==> config.mk <==
export PLATFORM = sky130hd
export DESIGN_NAME = ref_timer
export DESIGN_NICKNAME = d
export VERILOG_FILES = /design/src/rtl/ram_pkg.sv /design/src/rtl/ref_timer.sv
export SDC_FILE = /design/constraint.sdc
export NUM_CORES = 1
export LEC_CHECK = 0
export ABC_AREA = 0
export BUFFER_PORTS_ARGS = -buffer_cell sky130_fd_sc_hd__buf_4
export CAP_MARGIN = 20
export CORE_MARGIN = 1.5
export CORE_UTILIZATION = 57
export DETAILED_ROUTE_END_ITERATION = 8
export PLACE_DENSITY_LB_ADDON = 0.3
export SYNTH_ARGS = -nofsm -noshare
export SYNTH_HDL_FRONTEND = slang
export SYNTH_SLANG_ARGS = --single-unit
==> constraint.sdc <==
create_clock -name CLK -period 2.7 [get_ports CLK]
set_clock_uncertainty 0.1 [all_clocks]
set_input_delay 0.54 -clock CLK [delete_from_list [all_inputs] [get_ports CLK]]
set_output_delay 0.54 -clock CLK [all_outputs]
set_load 0.05 [all_outputs]
==> src/rtl/ram_pkg.sv <==
// Timing constants shared by the RAM controller, the refresh timer and their benches,
// so every block agrees on refresh cadence and urgency thresholds.
package ram_pkg;

    localparam int REF_INTERVAL_DEF = 250;
    localparam int URGENT_DELAY_DEF = 64;
    localparam int MAX_PENDING_DEF  = 3;

endpackage : ram_pkg

==> src/rtl/ref_timer.sv <==
// DRAM refresh initiator: schedules a refresh every REF_INTERVAL clocks, tracks the
// backlog of owed refreshes against RefAck, and escalates to RefUrgent as requests age.
module ref_timer
    import ram_pkg::*;
#(
    parameter int REF_INTERVAL = REF_INTERVAL_DEF,
    parameter int URGENT_DELAY = URGENT_DELAY_DEF,
    parameter int MAX_PENDING  = MAX_PENDING_DEF
) (
    input  logic                             CLK,
    input  logic                             Reset,
    input  logic                             RefAck,
    output logic                             RefReq,
    output logic                             RefUrgent,
    output logic [$clog2(MAX_PENDING+1)-1:0] Pending,
    output logic                             Overrun
);

    localparam int CW = $clog2(REF_INTERVAL);
    localparam int PW = $clog2(MAX_PENDING + 1);
    localparam int AW = $clog2(URGENT_DELAY + 1);

    localparam logic [CW-1:0] CNT_LAST = CW'(REF_INTERVAL - 1);
    localparam logic [PW-1:0] PEND_MAX = PW'(MAX_PENDING);
    localparam logic [AW-1:0] AGE_MAX  = AW'(URGENT_DELAY);

    logic [CW-1:0] r_cnt;
    logic          r_ackq;
    logic [PW-1:0] r_pending;
    logic [AW-1:0] r_age;
    logic          r_req;
    logic          r_urg;
    logic          r_ovr;

    logic [CW-1:0] w_cnt_next;
    logic [PW-1:0] w_pend_next;
    logic [AW-1:0] w_age_next;
    logic          w_tick;
    logic          w_ack;
    logic          w_req_next;
    logic          w_urg_next;
    logic          w_ovr_next;

    always_comb begin
        w_tick      = (r_cnt == CNT_LAST);
        w_cnt_next  = w_tick ? '0 : r_cnt + 1'b1;
        w_ack       = RefAck & ~r_ackq;
        w_pend_next = r_pending;
        w_ovr_next  = r_ovr;

        // A tick and an ack on the same edge cancel, even at the saturation limit.
        if (w_tick && !w_ack) begin
            if (r_pending == PEND_MAX) begin
                w_ovr_next = 1'b1;
            end else begin
                w_pend_next = r_pending + 1'b1;
            end
        end else if (w_ack && !w_tick && (r_pending != '0)) begin
            w_pend_next = r_pending - 1'b1;
        end

        // Age restarts whenever the oldest owed refresh changes identity.
        if ((w_pend_next == '0) || w_ack || (r_pending == '0)) begin
            w_age_next = '0;
        end else if (r_age == AGE_MAX) begin
            w_age_next = r_age;
        end else begin
            w_age_next = r_age + 1'b1;
        end

        w_req_next = (w_pend_next != '0);
        w_urg_next = w_req_next && ((w_pend_next == PEND_MAX) || (w_age_next == AGE_MAX));
    end

    always_ff @(posedge CLK) begin
        if (Reset) begin
            r_cnt     <= '0;
            r_ackq    <= 1'b0;
            r_pending <= '0;
            r_age     <= '0;
            r_req     <= 1'b0;
            r_urg     <= 1'b0;
            r_ovr     <= 1'b0;
        end else begin
            r_cnt     <= w_cnt_next;
            r_ackq    <= RefAck;
            r_pending <= w_pend_next;
            r_age     <= w_age_next;
            r_req     <= w_req_next;
            r_urg     <= w_urg_next;
            r_ovr     <= w_ovr_next;
        end
    end

    assign RefReq    = r_req;
    assign RefUrgent = r_urg;
    assign Pending   = r_pending;
    assign Overrun   = r_ovr;

endmodule : ref_timer

# ---- After elaboration in Yosys (flattened, before gate mapping)
# Cells that the tools add are included.
dict set report totals {
  word_cells 38
  inputBits 3
  ff_bits 21
  out_inout_bits 5
}
dict set report op_classes {
  reduce_logical 15
  eq_ne 5
  add_sub_neg 4
  n_mux 5
  n_bitwise 2
}
# operator count
set op_table {}
lappend op_table {{7-bit == test (second input constant)} 2}
lappend op_table {{7-bit 2-to-1 mux} 2}
lappend op_table {{8-bit by 1-bit adder with 8-bit output (second input constant)} 1}
lappend op_table {{8-bit == test (second input constant)} 1}
lappend op_table {{7-bit by 1-bit adder with 7-bit output (second input constant)} 1}
lappend op_table {{2-bit 2-to-1 mux} 3}
lappend op_table {{2-bit == test (second input constant)} 2}
lappend op_table {{1-bit logical AND} 4}
lappend op_table {{2-bit logical NOT} 2}
lappend op_table {{2-bit nonzero test} 2}
lappend op_table {{1-bit logical OR} 3}
lappend op_table {{2-bit by 1-bit adder with 2-bit output (second input constant)} 1}
lappend op_table {{1-bit logical NOT} 2}
lappend op_table {{2-bit AND reduction} 1}
lappend op_table {{2-bit OR reduction} 1}
lappend op_table {{2-bit by 1-bit subtractor with 2-bit output (second input constant)} 1}
lappend op_table {{1-bit bitwise AND} 1}
lappend op_table {{1-bit NOT} 1}

# ---- Longest topological paths before layout
# Gate-level depths: netlist of run 1.
dict set report logic_depth {
  depth_word 13
  mapped_depth 7
}

# ---- Worst setup path before layout of run 1
# OpenSTA, ideal clock, no wires.
dict set report synth_timing {
  path_type {flip-flop to flip-flop}
  startpoint {register r_pending[0], in the netlist Pending[0]}
  endpoint {register r_age[0]}
  period_less_slack_ns 2.220
  setup_ns 0.126
  path_buffers 0
  path_slack_ns 0.480
  path_stages_with_launch 7
  t_arrival_ns 1.995
  cell_sequence {dfxtp_1 inv_1 ha_1 a2111oi_2 a2111oi_4 o211ai_2 nor2_1}
}
dict set report synth_via {
  elab_chain_cells 8
  word_cells_on_any_way 13
}
# element line
set synth_rtl {}
lappend synth_rtl {{start: declaration} ref_timer.sv:29} ;# logic [PW-1:0] r_pending;
lappend synth_rtl {{start signal: assignment} ref_timer.sv:87} ;# r_pending <= w_pend_next;
lappend synth_rtl {{branches (longest 6 deep; another with 2-bit by 1-bit subtractor with 2-bit output)} n/a}
lappend synth_rtl {{1-bit logical OR *} ref_timer.sv:63} ;# if ((w_pend_next == '0) || w_ack || (r_pending == '0)) begin
lappend synth_rtl {{7-bit 2-to-1 mux *} ref_timer.sv:63}
lappend synth_rtl {{end signal: assignment} ref_timer.sv:88} ;# r_age <= w_age_next;
lappend synth_rtl {{end: declaration} ref_timer.sv:30} ;# logic [AW-1:0] r_age;
# Every way passes the cells marked *.
# A chain may end at the register's enable or synchronous reset.

# ---- Worst setup path after layout of run 1
dict set report layout_timing {
  startpoint {register r_pending[0], in the netlist Pending[0]}
  endpoint {register r_age[4]}
}
# The elaborated chain is that of the path after synthesis.

==> results of run 1 <==
[layout by cell type, fill, tap and decap left out, types with 2 or more instances in the layout]
master                     Yosys  routed
sky130_fd_sc_hd__clkbuf_4      0       3
sky130_fd_sc_hd__nor2_1       21      21
sky130_fd_sc_hd__dfxtp_1      21      21
sky130_fd_sc_hd__buf_4         0       7
sky130_fd_sc_hd__ha_1          7       7
sky130_fd_sc_hd__and3_1        3       3
sky130_fd_sc_hd__xnor2_1       6       6
sky130_fd_sc_hd__nand3_1       7       7
sky130_fd_sc_hd__nor3_1        2       2
sky130_fd_sc_hd__xor2_1        7       7
sky130_fd_sc_hd__o31ai_1       3       3
sky130_fd_sc_hd__a21oi_1       4       4
sky130_fd_sc_hd__nand2_1       6       6
sky130_fd_sc_hd__nand4b_1      2       2
sky130_fd_sc_hd__inv_1         7       7
[report_power, final]
part	switching [mW]	internal (mW)	total [mW]
Clock	0.0900	0.0574	0.147
Combinational	0.0122	0.00867	0.0209
Sequential	0.00450	0.314	0.319
Total	0.107	0.380	0.487
[layer usage]
layer	vias up	global-route usage, %
li1	437	-
met1	381	27.9
met2	20	33.3
met3	2	4.71
met4	0	6.67
met5	-	0
[registers in the layout (all words and copies together), names as in the netlist]
name	cells
Overrun	1
Pending	2
RefReq	1
RefUrgent	1
r_ackq	1
r_age	7
r_cnt	8
[worst reg2reg max path, delay by kind of cell, from the launching register on]
family                   cells  cell delay [ns]
AO/OA/AOI/OAI                3             0.94
flip-flops                   1             0.46
adder cells (fa/ha/maj)      1             0.29
AND/OR/NAND/NOR              1             0.10
buffers and inverters        1             0.10
[cells by family (layout without fill, tap and decap cells)]
group | after synthesis | in the layout | synth area share [%]
mux | 1 | 1 | 0.921
fa+ha+maj | 7 | 7 | 8.05
xor+xnor | 13 | 13 | 10.5
buf+inv | 9 | 18 | 3.11
compound gates | 18 | 18 | 14.7
simple gates | 51 | 51 | 24.1
flops | 21 | 21 | 38.7
[how the worst max path moves through the flow]
stage,cells after the start,end,slack [ns],startpoint
3_5_place_dp,6,r_age[4],0.62,RefAck
6_report,6,r_age[4],0.61,Pending[0]
3_3_place_gp,6,RefUrgent,0.63,RefAck
5_1_grt,7,r_age[4],0.46,r_cnt[1]
4_1_cts,6,r_age[4],0.61,Pending[0]
2_1_floorplan,6,r_age[0],0.48,Pending[0]
[final cells by class]
type                    count  area (um^2)  share of cell area, %
flip-flops and latches     21          420                   35.3
inverters                   7         26.3                   2.21
repair buffers              7         52.6                   4.42
clock buffers               4         26.3                   2.21
multi-input cells          90          633                   53.2
well taps                  25         31.3                   2.63
==> impl_metrics.tcl, run 1 <==
set metrics [dict create \
    maxCapViolCount 0 \
    placement.setup.worst_slack_ns 0.617 \
    finalCriticalPeriod_ns 2.09 \
    detailed_place.area_mm2 0.00116 \
    post-synth-top-area-fraction_pct 38.7 \
    r2r.worst_path.cells 6 \
    clock_latency_ns 0.30 \
    met2_wirelength_um 858 \
    worstPathBufferInverterCount 1 \
    grt_first_pass_wirelength_um 3250 \
    ys_dominant_reg_cell "sky130_fd_sc_hd__dfxtp_1" \
    post_synth_instance_area_mm2 0.00109 \
    grt_antenna_before_repair 0 \
    whs_endpoint "r_ackq" \
    async_set_or_reset_register_ratio_after_synthesis_pct 0 \
    fillers 172 \
    routed.top_layer "met4" \
    worst_ir_drop_vdd_v 0.000222 \
    cts.repair.resized 0 \
    die_h_um 46.7 \
    min_period_over_period_pct 77.6 \
    r2r_end "r_age[4]" \
    number_of_global_route_vias_before_repair 806 \
    global_route.usage.total_pct 20.9 \
    yosysSeqAreaShare_pct 38.7 \
    synth_edf_count 0 \
    post_route_design_area_mm2 0.00119 \
    crit_path_start_kind "flop" \
    wl_um 1910 \
    timing.hold.worst.class "input port to flop" \
    hold_depth 2 \
    i_o_pin_total 8 \
    synth_top_cells_by_count "sky130_fd_sc_hd__dfxtp_1, sky130_fd_sc_hd__nor2_1" \
    finalSetupViolations 0 \
    syn2layout_area_growth_pct 9.44 \
    setup_total_negative_slack_ns 0 \
    cts-root-to-sink-buffers 2 \
    worstPathMaxFanout 7 \
    vias 840 \
    yosys_register_bits 21 \
    postSynthCellCount 120 \
    initial_core_utilization_pct 61.6 \
    route.detailed.drc 0 \
    clock-sinks 21 \
    max_freq_mhz 477 \
    io_buffer_count 7 \
    die_x_um 46.7 \
    power_density_mw_per_mm2 409 \
    final_cells 154 \
    antenna_cells_inserted 0 \
    post-route-util_pct 67.4 \
    cts_buffers 3 \
    dp_hpwl_um 1470 \
    worst_ep_arrival_time_ns 2.17 \
    ys_types 36 \
    setup.reg_to_reg.worst_slack_ns 0.61 \
    synth_largest_area_cell "sky130_fd_sc_hd__dfxtp_1" \
    ys_top_cells_by_area "sky130_fd_sc_hd__dfxtp_1, sky130_fd_sc_hd__ha_1, sky130_fd_sc_hd__nor2_1" \
    layout_setup_ws_ns 0.606 \
    die_area_mm2 0.00218 \
    cts_hold_repair.buffers 0 \
    rsz0062_at_grt "no" \
    yosys_warning_count 0 \
    layout-drive-gt1-share_pct 13.2 \
    path_delay_family "compound AO/OA/AOI/OAI gates" \
    critical_path.cell_chain "inv_1 -> ha_1 -> a2111oi_2 -> a2111oi_4 -> o211ai_2 -> nor2_1" \
    finalPower_mw 0.487 \
    core_mm2 0.00176 \
    syn-num-nets 130 \
    cts_max_level 1 \
    drt_first_pass_iters 4 \
    ws_path_type "flop to flop" \
    cellLeakagePower_nw 0.426 \
    grt_max_degree 12 \
    worst_slew_margin_rel_pct 61.2 \
    grt_remaining_overflow 0 \
    cts_setup_buffers 0 \
    cp_data_required_time_ns 2.78 \
    placementRows 15 \
    tightestPinTransition_ns 0.579 \
    hold_start "Reset" \
    cpMaxStageDelayCell "sky130_fd_sc_hd__a2111oi_2" \
    r2r-start "Pending[0]" \
    routedWlPerCell_um 12.4 \
    detail-route-antenna-nets 0 \
    initialDrtViolationCount 10 \
    worst_path_largest_cell_delay_ns 0.48 \
    met3RoutedLength_um 88 \
    placed_cells_incl_taps 150 \
    wl_met1_um 948 \
    hold_violations 0 \
    slew_violations 0 \
    gp_congestion 0.904 \
    synthesis.area_per_instance_um2 9.06 \
    outcome "completed" \
    finalHoldWorstSlack_ns 0.341 \
    clkSlewWorstSetupHoldPaths_ns 0.11 \
    endpoint_kind "flop" \
    root_buffer "sky130_fd_sc_hd__clkbuf_4" \
    finish.net_count 140 \
    cts_tree "done" \
    route.detailed.vias_per_inst 5.45 \
]
(Power assumes the default switching activity.)
==> inputs of run 2 (changes only) <==
Settings changed: CORE_UTILIZATION 57 to 52.
Clock period 2.7 ns to 1.8 ns, I/O delays scaled along.
==> run 2 against run 1 <==
Effect of this change: the run now ends with setup timing left; non-clock buffer count rose by 23; final cell count rose by 16%; setup slack got worse by 0.72 ns; global-route usage rose by 3.8 points; maximum frequency rose by 9.2%; die area rose by 9.0%; via count rose by 14%; power rose by 58%; wire length rose by 42%; worst hold slack got worse by 0.19 ns; critical path type unchanged; critical endpoint is now RefUrgent; largest cell class unchanged.
==> impl_metrics.tcl, run 2 (same netlist as run 1, synthesis figures left out) <==
set metrics [dict create \
    post-route-util_pct 74.6 \
    die_area_mm2 0.00237 \
    worst_slew_margin_rel_pct 72.2 \
    regMostFlops "r_cnt" \
    clock-sinks 21 \
    final_cell_mix "sky130_fd_sc_hd__buf_4, sky130_fd_sc_hd__nor2_1, sky130_fd_sc_hd__dfxtp_1, sky130_fd_sc_hd__nand3_1, sky130_fd_sc_hd__xor2_1" \
    layout-drive-gt1-share_pct 36.2 \
    finalSetupViolations 17 \
    slew_violations 0 \
    route.detailed.drc 0 \
    finalPower_mw 0.770 \
    syn2layout_area_growth_pct 34.5 \
    gp_congestion 0.864 \
    cts_buffers 3 \
    number_of_global_route_vias_before_repair 985 \
    finalHoldWorstSlack_ns 0.152 \
    post_route_design_area_mm2 0.00146 \
    cts_max_level 1 \
    i_o_pin_total 8 \
    timing.hold.worst.class "input port to flop" \
    crit_path_frequent_cell "sky130_fd_sc_hd__a2111oi_4" \
    drt_first_pass_iters 4 \
    cts_tree "done" \
    endpoint_kind "flop" \
    finish.net_count 163 \
    die_x_um 48.7 \
    min_period_over_period_pct 107 \
    grt_remaining_overflow 0 \
    hold_violations 0 \
    antenna_cells_inserted 0 \
    layout.cells.most_common "sky130_fd_sc_hd__buf_4" \
    grt_max_degree 12 \
    routedWlPerCell_um 15.2 \
    die_h_um 48.7 \
    dp_hpwl_um 1850 \
    worstPathMaxFanout 4 \
    placement.setup.worst_slack_ns -0.269 \
    worst_path_largest_cell_delay_ns 0.47 \
    wl_um 2720 \
    core_mm2 0.00196 \
    cellLeakagePower_nw 0.549 \
    max_freq_mhz 522 \
    grt_antenna_before_repair 0 \
    worst_ir_drop_vdd_v 0.000363 \
    crit_path_start_kind "flop" \
    clock_latency_ns 0.31 \
    cpMaxStageDelayCell "sky130_fd_sc_hd__a2111oi_4" \
    worst_ep_arrival_time_ns 2.04 \
    outcome "finished, violations left" \
    largest_register_ff_count 8 \
    hold_depth 2 \
    detailed_place.area_mm2 0.00133 \
    cts-root-to-sink-buffers 2 \
    finalCriticalPeriod_ns 1.92 \
    cts_hold_repair.buffers 0 \
    r2r.worst_path.cells 8 \
    failed_checks "setup timing" \
    maxCapViolCount 0 \
    io_buffer_count 7 \
    route.detailed.vias_per_inst 5.35 \
    initial_core_utilization_pct 55.4 \
    placementRows 16 \
    placed_cells_incl_taps 170 \
    tightestPinTransition_ns 0.417 \
    layout_setup_ws_ns -0.117 \
    grt_first_pass_wirelength_um 4460 \
    power_density_mw_per_mm2 527 \
    rsz0062_at_grt "yes" \
    ws_path_type "flop to flop" \
    clkSlewWorstSetupHoldPaths_ns 0.12 \
    setup_total_negative_slack_ns -1.07 \
    detail-route-antenna-nets 0 \
    global_route.usage.total_pct 24.7 \
    final_cells 179 \
    cp_data_required_time_ns 1.93 \
    critical_path.cell_chain "inv_2 -> ha_4 -> and4b_4 -> a2111oi_4 -> a2111oi_4 -> buf_4 -> o211ai_1 -> o31ai_1" \
    initialDrtViolationCount 13 \
    root_buffer "sky130_fd_sc_hd__clkbuf_4" \
    vias 958 \
]
run 2: power by group:
| part | internal [mW] | leakage [nW] | total, mW | switching (mW) |
|---|---|---|---|---|
| logic | 0.0302 | 0.362 | 0.0624 | 0.0321 |
| clock network | 0.0865 | 0.0150 | 0.234 | 0.148 |
| registers | 0.469 | 0.172 | 0.474 | 0.00514 |
| total | 0.585 | 0.549 | 0.770 | 0.185 |
run 2: timing repair:
| action | CTS | global route |
|---|---|---|
| pin swaps | 9 | 4 |
| setup buffers | 5 | 1 |
| setup endpoints to repair | 10 | 18 |
| gates cloned | 0 | 0 |
| hold endpoints to repair | 0 | 0 |
| resized for setup | 12 | 5 |
run 2: routing by layer:
metal	track usage (%)	routed length, um	vias up
li1	-	-	483
met1	28.1	1130	448
met2	46.3	1440	19
met3	3.70	79	8
met4	8.57	60	0
met5	0	0	-
run 2: layout make-up:
type                    count  area, um^2
flip-flops and latches     21         433
clock buffers               4        26.3
multi-input cells          90         711
repair buffers             30         233
fillers                   151         499
well taps                  27        33.8
inverters                   7        26.3
run 2: final timing paths:
kind         startpoint    endpoint  slack [ns]
max reg2reg    r_cnt[1]   RefUrgent       -0.12
min               Reset  Pending[0]        0.15
max            r_cnt[1]   RefUrgent       -0.12
min reg2reg     Overrun     Overrun        0.39
run 2: critical path: cells and delay by family, from the launching register on:
family | cells | cell delay [ns]
adder cells (fa/ha/maj) | 1 | 0.13
AO/OA/AOI/OAI | 4 | 0.71
AND/OR/NAND/NOR | 1 | 0.29
flip-flops | 1 | 0.35
buffers and inverters | 2 | 0.24
